### src/rtl/regfile_pkg.sv
// regfile_pkg
//   Shared constants for the register file: the hardwired-zero index,
//   the default exception/status index and the default geometry.
package regfile_pkg;

  localparam int ZERO_REG           = 0;
  localparam int STATUS_REG_DEFAULT = 30;
  localparam int WIDTH_DEFAULT      = 32;
  localparam int DEPTH_DEFAULT      = 32;

endpackage

### src/rtl/register_n.sv
// register_n
//   WIDTH-bit storage register with load enable and asynchronous clear.
//   Ports:
//     clk - rising-edge clock
//     clr - asynchronous active-high clear, forces q to 0
//     en  - load enable, q takes d at the rising edge
//     d   - next value
//     q   - stored value
module register_n #(
  parameter int WIDTH = 32
) (
  input  logic             clk,
  input  logic             clr,
  input  logic             en,
  input  logic [WIDTH-1:0] d,
  output logic [WIDTH-1:0] q
);

  always_ff @(posedge clk or posedge clr) begin
    if (clr) begin
      q <= '0;
    end else if (en) begin
      q <= d;
    end
  end

endmodule

### src/rtl/regfile_param.sv
// regfile_param
//   DEPTH x WIDTH register file with one synchronous write port, a
//   dedicated exception write port into STATUS_REG, and two combinational
//   read ports with optional same-cycle write-to-read bypass.
//   Entry 0 has no storage and always reads 0.
//   Ports:
//     clk                  - rising-edge clock
//     clr                  - asynchronous active-high clear of all entries
//     we/wr_addr/wr_data   - main write port
//     exc_we/exc_data      - exception write into STATUS_REG (wins collisions)
//     rd_addr_a/rd_data_a  - read port A (combinational)
//     rd_addr_b/rd_data_b  - read port B (combinational)
module regfile_param
  import regfile_pkg::*;
#(
  parameter int WIDTH      = WIDTH_DEFAULT,
  parameter int DEPTH      = DEPTH_DEFAULT,
  parameter bit BYPASS     = 1'b1,
  parameter int STATUS_REG = STATUS_REG_DEFAULT,
  localparam int AW        = $clog2(DEPTH)
) (
  input  logic             clk,
  input  logic             clr,
  input  logic             we,
  input  logic [AW-1:0]    wr_addr,
  input  logic [WIDTH-1:0] wr_data,
  input  logic             exc_we,
  input  logic [WIDTH-1:0] exc_data,
  input  logic [AW-1:0]    rd_addr_a,
  input  logic [AW-1:0]    rd_addr_b,
  output logic [WIDTH-1:0] rd_data_a,
  output logic [WIDTH-1:0] rd_data_b
);

  localparam logic [AW-1:0] ZERO_ADDR   = AW'(ZERO_REG);
  localparam logic [AW-1:0] STATUS_ADDR = AW'(STATUS_REG);

  logic [WIDTH-1:0] entries [DEPTH];

  assign entries[0] = '0;

  // Per-entry enable and data select; the exception port overrides the
  // main port when both target STATUS_REG.
  for (genvar g = 1; g < DEPTH; g++) begin : g_entry
    logic             hit_main;
    logic             hit_exc;
    logic             en;
    logic [WIDTH-1:0] d;

    assign hit_main = we && (wr_addr == AW'(g));
    assign hit_exc  = exc_we && (g == STATUS_REG);
    assign en       = hit_main || hit_exc;
    assign d        = hit_exc ? exc_data : wr_data;

    register_n #(
      .WIDTH(WIDTH)
    ) u_reg (
      .clk(clk),
      .clr(clr),
      .en (en),
      .d  (d),
      .q  (entries[g])
    );
  end

  // Read muxes. Outputs are forced to 0 while clr is high so the bypass
  // path cannot leak incoming data during reset.
  always_comb begin
    rd_data_a = entries[rd_addr_a];
    if (clr || rd_addr_a == ZERO_ADDR) begin
      rd_data_a = '0;
    end else if (BYPASS && exc_we && rd_addr_a == STATUS_ADDR) begin
      rd_data_a = exc_data;
    end else if (BYPASS && we && rd_addr_a == wr_addr) begin
      rd_data_a = wr_data;
    end
  end

  always_comb begin
    rd_data_b = entries[rd_addr_b];
    if (clr || rd_addr_b == ZERO_ADDR) begin
      rd_data_b = '0;
    end else if (BYPASS && exc_we && rd_addr_b == STATUS_ADDR) begin
      rd_data_b = exc_data;
    end else if (BYPASS && we && rd_addr_b == wr_addr) begin
      rd_data_b = wr_data;
    end
  end

endmodule

### config.mk
export PLATFORM = sky130hd
export DESIGN_NAME = regfile_param
export DESIGN_NICKNAME = d
export VERILOG_FILES = /design/src/rtl/regfile_pkg.sv /design/src/rtl/register_n.sv /design/src/rtl/regfile_param.sv
export SDC_FILE = /design/constraint.sdc
export NUM_CORES = 2
export LEC_CHECK = 0
export CAP_MARGIN = 10
export CORE_ASPECT_RATIO = 0.9
export CORE_UTILIZATION = 44
export CTS_BUF_LIST = sky130_fd_sc_hd__clkbuf_4 sky130_fd_sc_hd__clkbuf_8
export DETAILED_ROUTE_END_ITERATION = 10
export SETUP_SLACK_MARGIN = 0.15
export SLEW_MARGIN = 20
export SYNTH_ARGS = -nofsm -noshare
export SYNTH_HDL_FRONTEND = slang
export SYNTH_SLANG_ARGS = --single-unit
### constraint.sdc
create_clock -name clk -period 64.6 [get_ports clk]
set_input_delay 12.92 -clock clk [delete_from_list [all_inputs] [get_ports clk]]
set_output_delay 12.92 -clock clk [all_outputs]
set_load 0.01 [all_outputs]
After elaboration in Yosys (flattened, before gate mapping)
Cells that the tools add are included.
Widths: inputs -> output; s select.
{ "classes": {"magnitude_cmp": 2, "eq_ne": 35, "mux": 13, "bitwise_logic": 2, "reduce_logical": 40} }
{ "op_table": {"columns": ["cell", "count"], "rows": [
  ["$mux 32", 11],
  ["$bmux 32 s5", 2],
  ["$eq 5x5->1 const B", 18],
  ["$eq 5x4->1 const B", 8],
  ["$logic_and 1x1->1", 35],
  ["$eq 5x3->1 const B", 4],
  ["$ge 6x6->1 const B", 2],
  ["$not 5->6", 2],
  ["$eq 5x2->1 const B", 2],
  ["$eq 5x5->1", 2],
  ["$logic_not 5->1", 2],
  ["$eq 5x1->1 const B", 1],
  ["$logic_or 1x1->1", 3]
]} }
{ "word_totals": {"ff_bits": 992, "elab_cells": 123} }

Depth between registers and ports, before layout
{ "logic_depth": {"depth_word": 7, "depth_mapped": 9, "depth_no_buf": 5} }

Cells and area by module
A second synthesis with hierarchy kept.
{ "hier_totals": {"cells_unflattened": 3883, "area_unflattened_um2": 60210.2} }
{ "modules_own_cells": {"columns": ["module", "n_inst", "cells_per_inst", "area_per_inst_um2"], "rows": [
  ["register_n", 31, 69, 1348.8],
  ["regfile_param", 1, 1744, 18397.6]
]} }

Least setup slack after synthesis
OpenSTA, ideal clock, no wires.
{ "synth_timing": {"path_type": "input to output", "from": "input port clr", "to": "output port rd_data_b[17]", "t_arrival_ps": 36072, "path_slack_ps": 15608, "path_stages": 6, "n_path_buf": 1, "path_cell_list": "inv_1 > o31ai_2 > nor4b_2 > buf_2 > a22oi_1 > o21ai_1"} }
{ "synth_between": {"elab_chain_cells": 2} }
{ "synth_rtl": {"columns": ["item", "line", "text"], "rows": [
  ["start: declaration", "regfile_param.sv:23", "input logic clr,"],
  ["$logic_or 1x1->1", "regfile_param.sv:81", "if (clr || rd_addr_b == ZERO_ADDR) begin"],
  ["$mux 32", "regfile_param.sv:81", null],
  ["end: declaration", "regfile_param.sv:32", "output logic [WIDTH-1:0] rd_data_b"]
]} }
No other way between the ends.

Final worst setup path
{ "layout_timing": {"from": "input port rd_addr_a[2]", "to": "output port rd_data_a[29]"} }
{ "layout_between": {"elab_chain_cells": 7, "elab_cells_between_ends": 13, "classes_between": "eq/ne: 2; mux: 6; bitwise: 1; reduce/logical: 4"} }
{ "layout_rtl": {"columns": ["item", "line", "text"], "rows": [
  ["start: declaration", "regfile_param.sv:29", "input logic [AW-1:0] rd_addr_a,"],
  ["$not 5->6 (implied by the code)", "regfile_param.sv:69", "rd_data_a = entries[rd_addr_a];"],
  ["$bmux 32 s5", "regfile_param.sv:69", null],
  ["$mux 32 (implied by the code) (2 in a row)", "regfile_param.sv:69", null],
  ["$mux 32", "regfile_param.sv:74", "end else if (BYPASS && we && rd_addr_a == wr_addr) begin"],
  ["$mux 32", "regfile_param.sv:72", "end else if (BYPASS && exc_we && rd_addr_a == STATUS_ADDR) begin"],
  ["$mux 32 (*)", "regfile_param.sv:70", "if (clr || rd_addr_a == ZERO_ADDR) begin"],
  ["end: declaration", "regfile_param.sv:31", "output logic [WIDTH-1:0] rd_data_a,"]
]} }
Every way passes the cells marked *; elsewhere a longest branch is shown, timed or not. The select of a mux whose other input is x is not followed.

==> flow_metrics.tcl <==
set metrics [dict create \
    grt_max_degree 110 \
    cp_slowest_cell "o41ai_1" \
    crit_fanout 42 \
    cts_hold_buf 0 \
    clk_latency_ps 870 \
    chipWidth_um 374 \
    hp-class "flip-flop to flip-flop" \
    wl_mm 191 \
    hold_ws_ps 505 \
    syn_inst 3863 \
    core_sq_um 123000 \
    dpl.hpwl_mm 110 \
    finalInstanceArea_sq_um 60800 \
    largestRegisters "g_entry.u_reg.q: 992 flops" \
    post_drt_wl_per_cell_um 34.0 \
    initial_core_util 0.445 \
    ir_drop_mv 0.0215 \
    regMostFlops "g_entry.u_reg.q" \
    slew_violations 0 \
    dieArea_sq_um 126000 \
    worst_pin_slew_ps 1120 \
    dr.pass1.iters 6 \
    grt_pass1_vias 37858 \
    setup_violations 0 \
    tns_ps 0 \
    yosysTopAreaCell "dfrtp_1" \
    syn_avg_cell_area_sq_um 14.2 \
    ant_nets 0 \
    start_kind "primary input" \
    switching_share 0.283 \
    globalplace.congestion 0.834 \
    finalClockSkew_ps 0 \
    cts_inserted_buffers 169 \
    synth-edff-count 0 \
    synth-main-ff-cell "dfrtp_1" \
    worst_slack_ps 33640 \
    endpoint_kind "output pin" \
    grt_antenna_before_repair 8 \
    grt_pass1_wl_mm 277 \
    post_cts_buffers 0 \
    finalHoldViolCount 0 \
    seq_power_share 0.453 \
    synth_warnings 0 \
    synth-async-reset-ratio 1.00 \
    outcome "finished clean" \
    worstPathArrival_ps 18040 \
    min_period_ps 30960 \
    max_stage_delay_ps 900 \
    path_class "primary input to output pin" \
    grt-ovfl-total 0 \
    synth_top_area_frac 0.453 \
    p_per_area_nw_per_um2 30.1 \
    vias 37609 \
    synth-seq-cells 992 \
    ys_seq_area_frac 0.453 \
    ios 147 \
    p_comb_frac 0.207 \
    cpMostUsedCell "buf_4" \
    clk_path_buf_depth 3 \
    syn_nets 3946 \
    dpl_cell_area_sq_um 57100 \
    cts_tree "done" \
    drc_errors 0 \
    io_buffers 146 \
    crit_family "buffers and inverters" \
    cap_violations 0 \
    max_freq_mhz 32.3 \
    period_share 0.479 \
    row_count 122 \
    rsz0062_at_grt "false" \
    dp.cells 5306 \
    initialDrtViolationCount 4309 \
    drive_above_1_share 0.486 \
    synth.distinct_cells 67 \
    p_leak_nw 25.9 \
    netSwitchingPower_mw 0.518 \
    nets 3948 \
    slew_headroom 0.252 \
    cts_max_level 4 \
    path_cells "clkbuf_8, buf_4, nor4b_1, nor3_4, buf_4, nand2b_2, buf_4, o41ai_1, clkdlybuf4s50_1" \
    critical_path_buf_inv_count 5 \
    intPower_mw 1.31 \
    area_growth_pct 11.0 \
    synth.area.top_cells "dfrtp_1 45%, mux2_2 22%, mux4_2 14%" \
    ctsResizeCount 0 \
    routed_via_density 6.71 \
    synth_area_sq_um 54800 \
    grt_usage 0.303 \
    clkSinkCount 992 \
    cp.required_ps 51680 \
    largest_register_ffs 992 \
    clock_power_share 0.340 \
    clkTransAtPathRegs_ps 60 \
    die_y_um 337 \
    place_ws_ps 33780 \
    final_cells 5607 \
    cts_root_buf "clkbuf_8" \
]
## layer usage
metal  share of wire  vias to the layer above  GRT usage  wire, um
met2            0.44                     1894      0.454     84400
met5         0.00026                        -          0        49
li1                -                    15125          -         -
met3           0.099                      390     0.0856     18900
met4           0.031                        6     0.0967      5860
met1            0.43                    20194      0.426     81300
## Yosys cell counts, types with 3 or more instances
| cell type | instances |
|---|---|
| a22o_1 | 22 |
| buf_2 | 142 |
| nor3_1 | 50 |
| o21ai_0 | 36 |
| a311o_1 | 3 |
| and3_1 | 5 |
| or3_1 | 5 |
| a2111oi_1 | 11 |
| clkbuf_1 | 185 |
| o21a_1 | 3 |
| a211oi_1 | 89 |
| a21o_1 | 3 |
| mux4_1 | 6 |
| buf_4 | 40 |
| o21ai_1 | 8 |
| mux2i_1 | 174 |
| nand2b_1 | 7 |
| buf_6 | 33 |
| a221oi_1 | 51 |
| mux2_2 | 1084 |
| mux4_2 | 345 |
| a32oi_1 | 39 |
| xnor2_1 | 8 |
| nand4_1 | 4 |
| a22oi_1 | 42 |
| a221oi_2 | 4 |
| o22ai_1 | 93 |
| nand2_1 | 82 |
| buf_1 | 29 |
| nor2b_1 | 53 |
| dfrtp_1 | 992 |
| nand3b_1 | 4 |
| o2bb2ai_1 | 3 |
| and2_1 | 3 |
| a21oi_1 | 10 |
| o221ai_1 | 28 |
| nor4_1 | 6 |
| a2111oi_0 | 7 |
| nor2_1 | 28 |
| mux2_1 | 37 |
| o31ai_1 | 25 |
| o41ai_1 | 30 |
## power groups by stage
stage	combinational (mW)	sequential, mW	clock (mW)
final	0.380	0.829	0.622
after global routing	0.404	0.845	0.660
after CTS	0.379	0.826	0.631
after detailed placement	0.377	0.837	0
after global placement	0.371	0.832	0
after floorplan	0.296	0.810	0
## layout by cell type, fill, tap and decap left out, types with 5 or more instances in the layout
master,synthesis,final
o31ai_1,25,25
clkbuf_8,0,225
nand2_2,0,18
o41ai_1,30,28
clkbuf_4,0,52
a22oi_1,42,42
a2111oi_1,11,12
a211oi_1,89,89
mux4_2,345,345
a32oi_1,39,39
clkinv_2,0,11
xnor2_1,8,8
clkdlybuf4s50_1,0,118
mux2_2,1084,1084
clkinvlp_4,0,6
o21ai_1,8,8
mux2_1,37,37
nand2_1,82,63
mux2i_1,174,174
a221oi_1,51,51
nor2b_1,53,47
buf_2,142,18
nor2_1,28,15
dfrtp_1,992,992
o221ai_1,28,28
o21ai_0,36,36
and3_1,5,5
o22ai_1,93,93
buf_4,40,122
mux4_1,6,6
nor2_4,0,13
nor4_1,6,6
a21oi_1,10,9
nor3_1,50,48
a2111oi_0,7,6
a22o_1,22,22
## through the flow
step           power, mW  utilization
3_3_place_gp        1.20        0.464
6_report            1.83        0.493
3_5_place_dp        1.21        0.464
5_1_grt             1.91        0.493
4_1_cts             1.84        0.494
2_1_floorplan       1.11            -
## layout make-up
type                            instances  area, sq um
Clock buffer                          276         3470
Antenna cell                            3         7.51
Tap cell                             1612         2020
Timing Repair Buffer                  264         2280
Clock inverter                         22          210
Sequential cell                       992        24800
Fill cell                           10759        62400
Multi-Input combinational cell       2436        27900
Inverter                                2         15.0
## final timing paths
check / start / to / slack [ps] / depth (start not counted)
worst max-delay path: rd_addr_a[2] / rd_data_a[29] / 33640 / 9
worst min-delay path: g_entry[22].u_reg.q[31] / g_entry[22].u_reg.q[31] / 510 / 1
worst max register to register: g_entry[1].u_reg.q[21] / g_entry[1].u_reg.q[21] / 63710 / 1
worst min register to register: g_entry[22].u_reg.q[31] / g_entry[22].u_reg.q[31] / 510 / 1
max in group asynchronous: clr / g_entry[20].u_reg.q[24] / 48550 / 5
min in group asynchronous: clr / g_entry[30].u_reg.q[5] / 12860 / 2
## cell families after synthesis
| kind of cell | Yosys count | share of synthesized area |
|---|---|---|
| mux | 1646 | 0.407 |
| buf+inv | 435 | 0.0412 |
| compound gates | 518 | 0.0722 |
| simple gates | 262 | 0.0246 |
| xor+xnor | 10 | 0.00160 |
| flops | 992 | 0.453 |
Note: power is estimated with default switching activity, not from simulation.
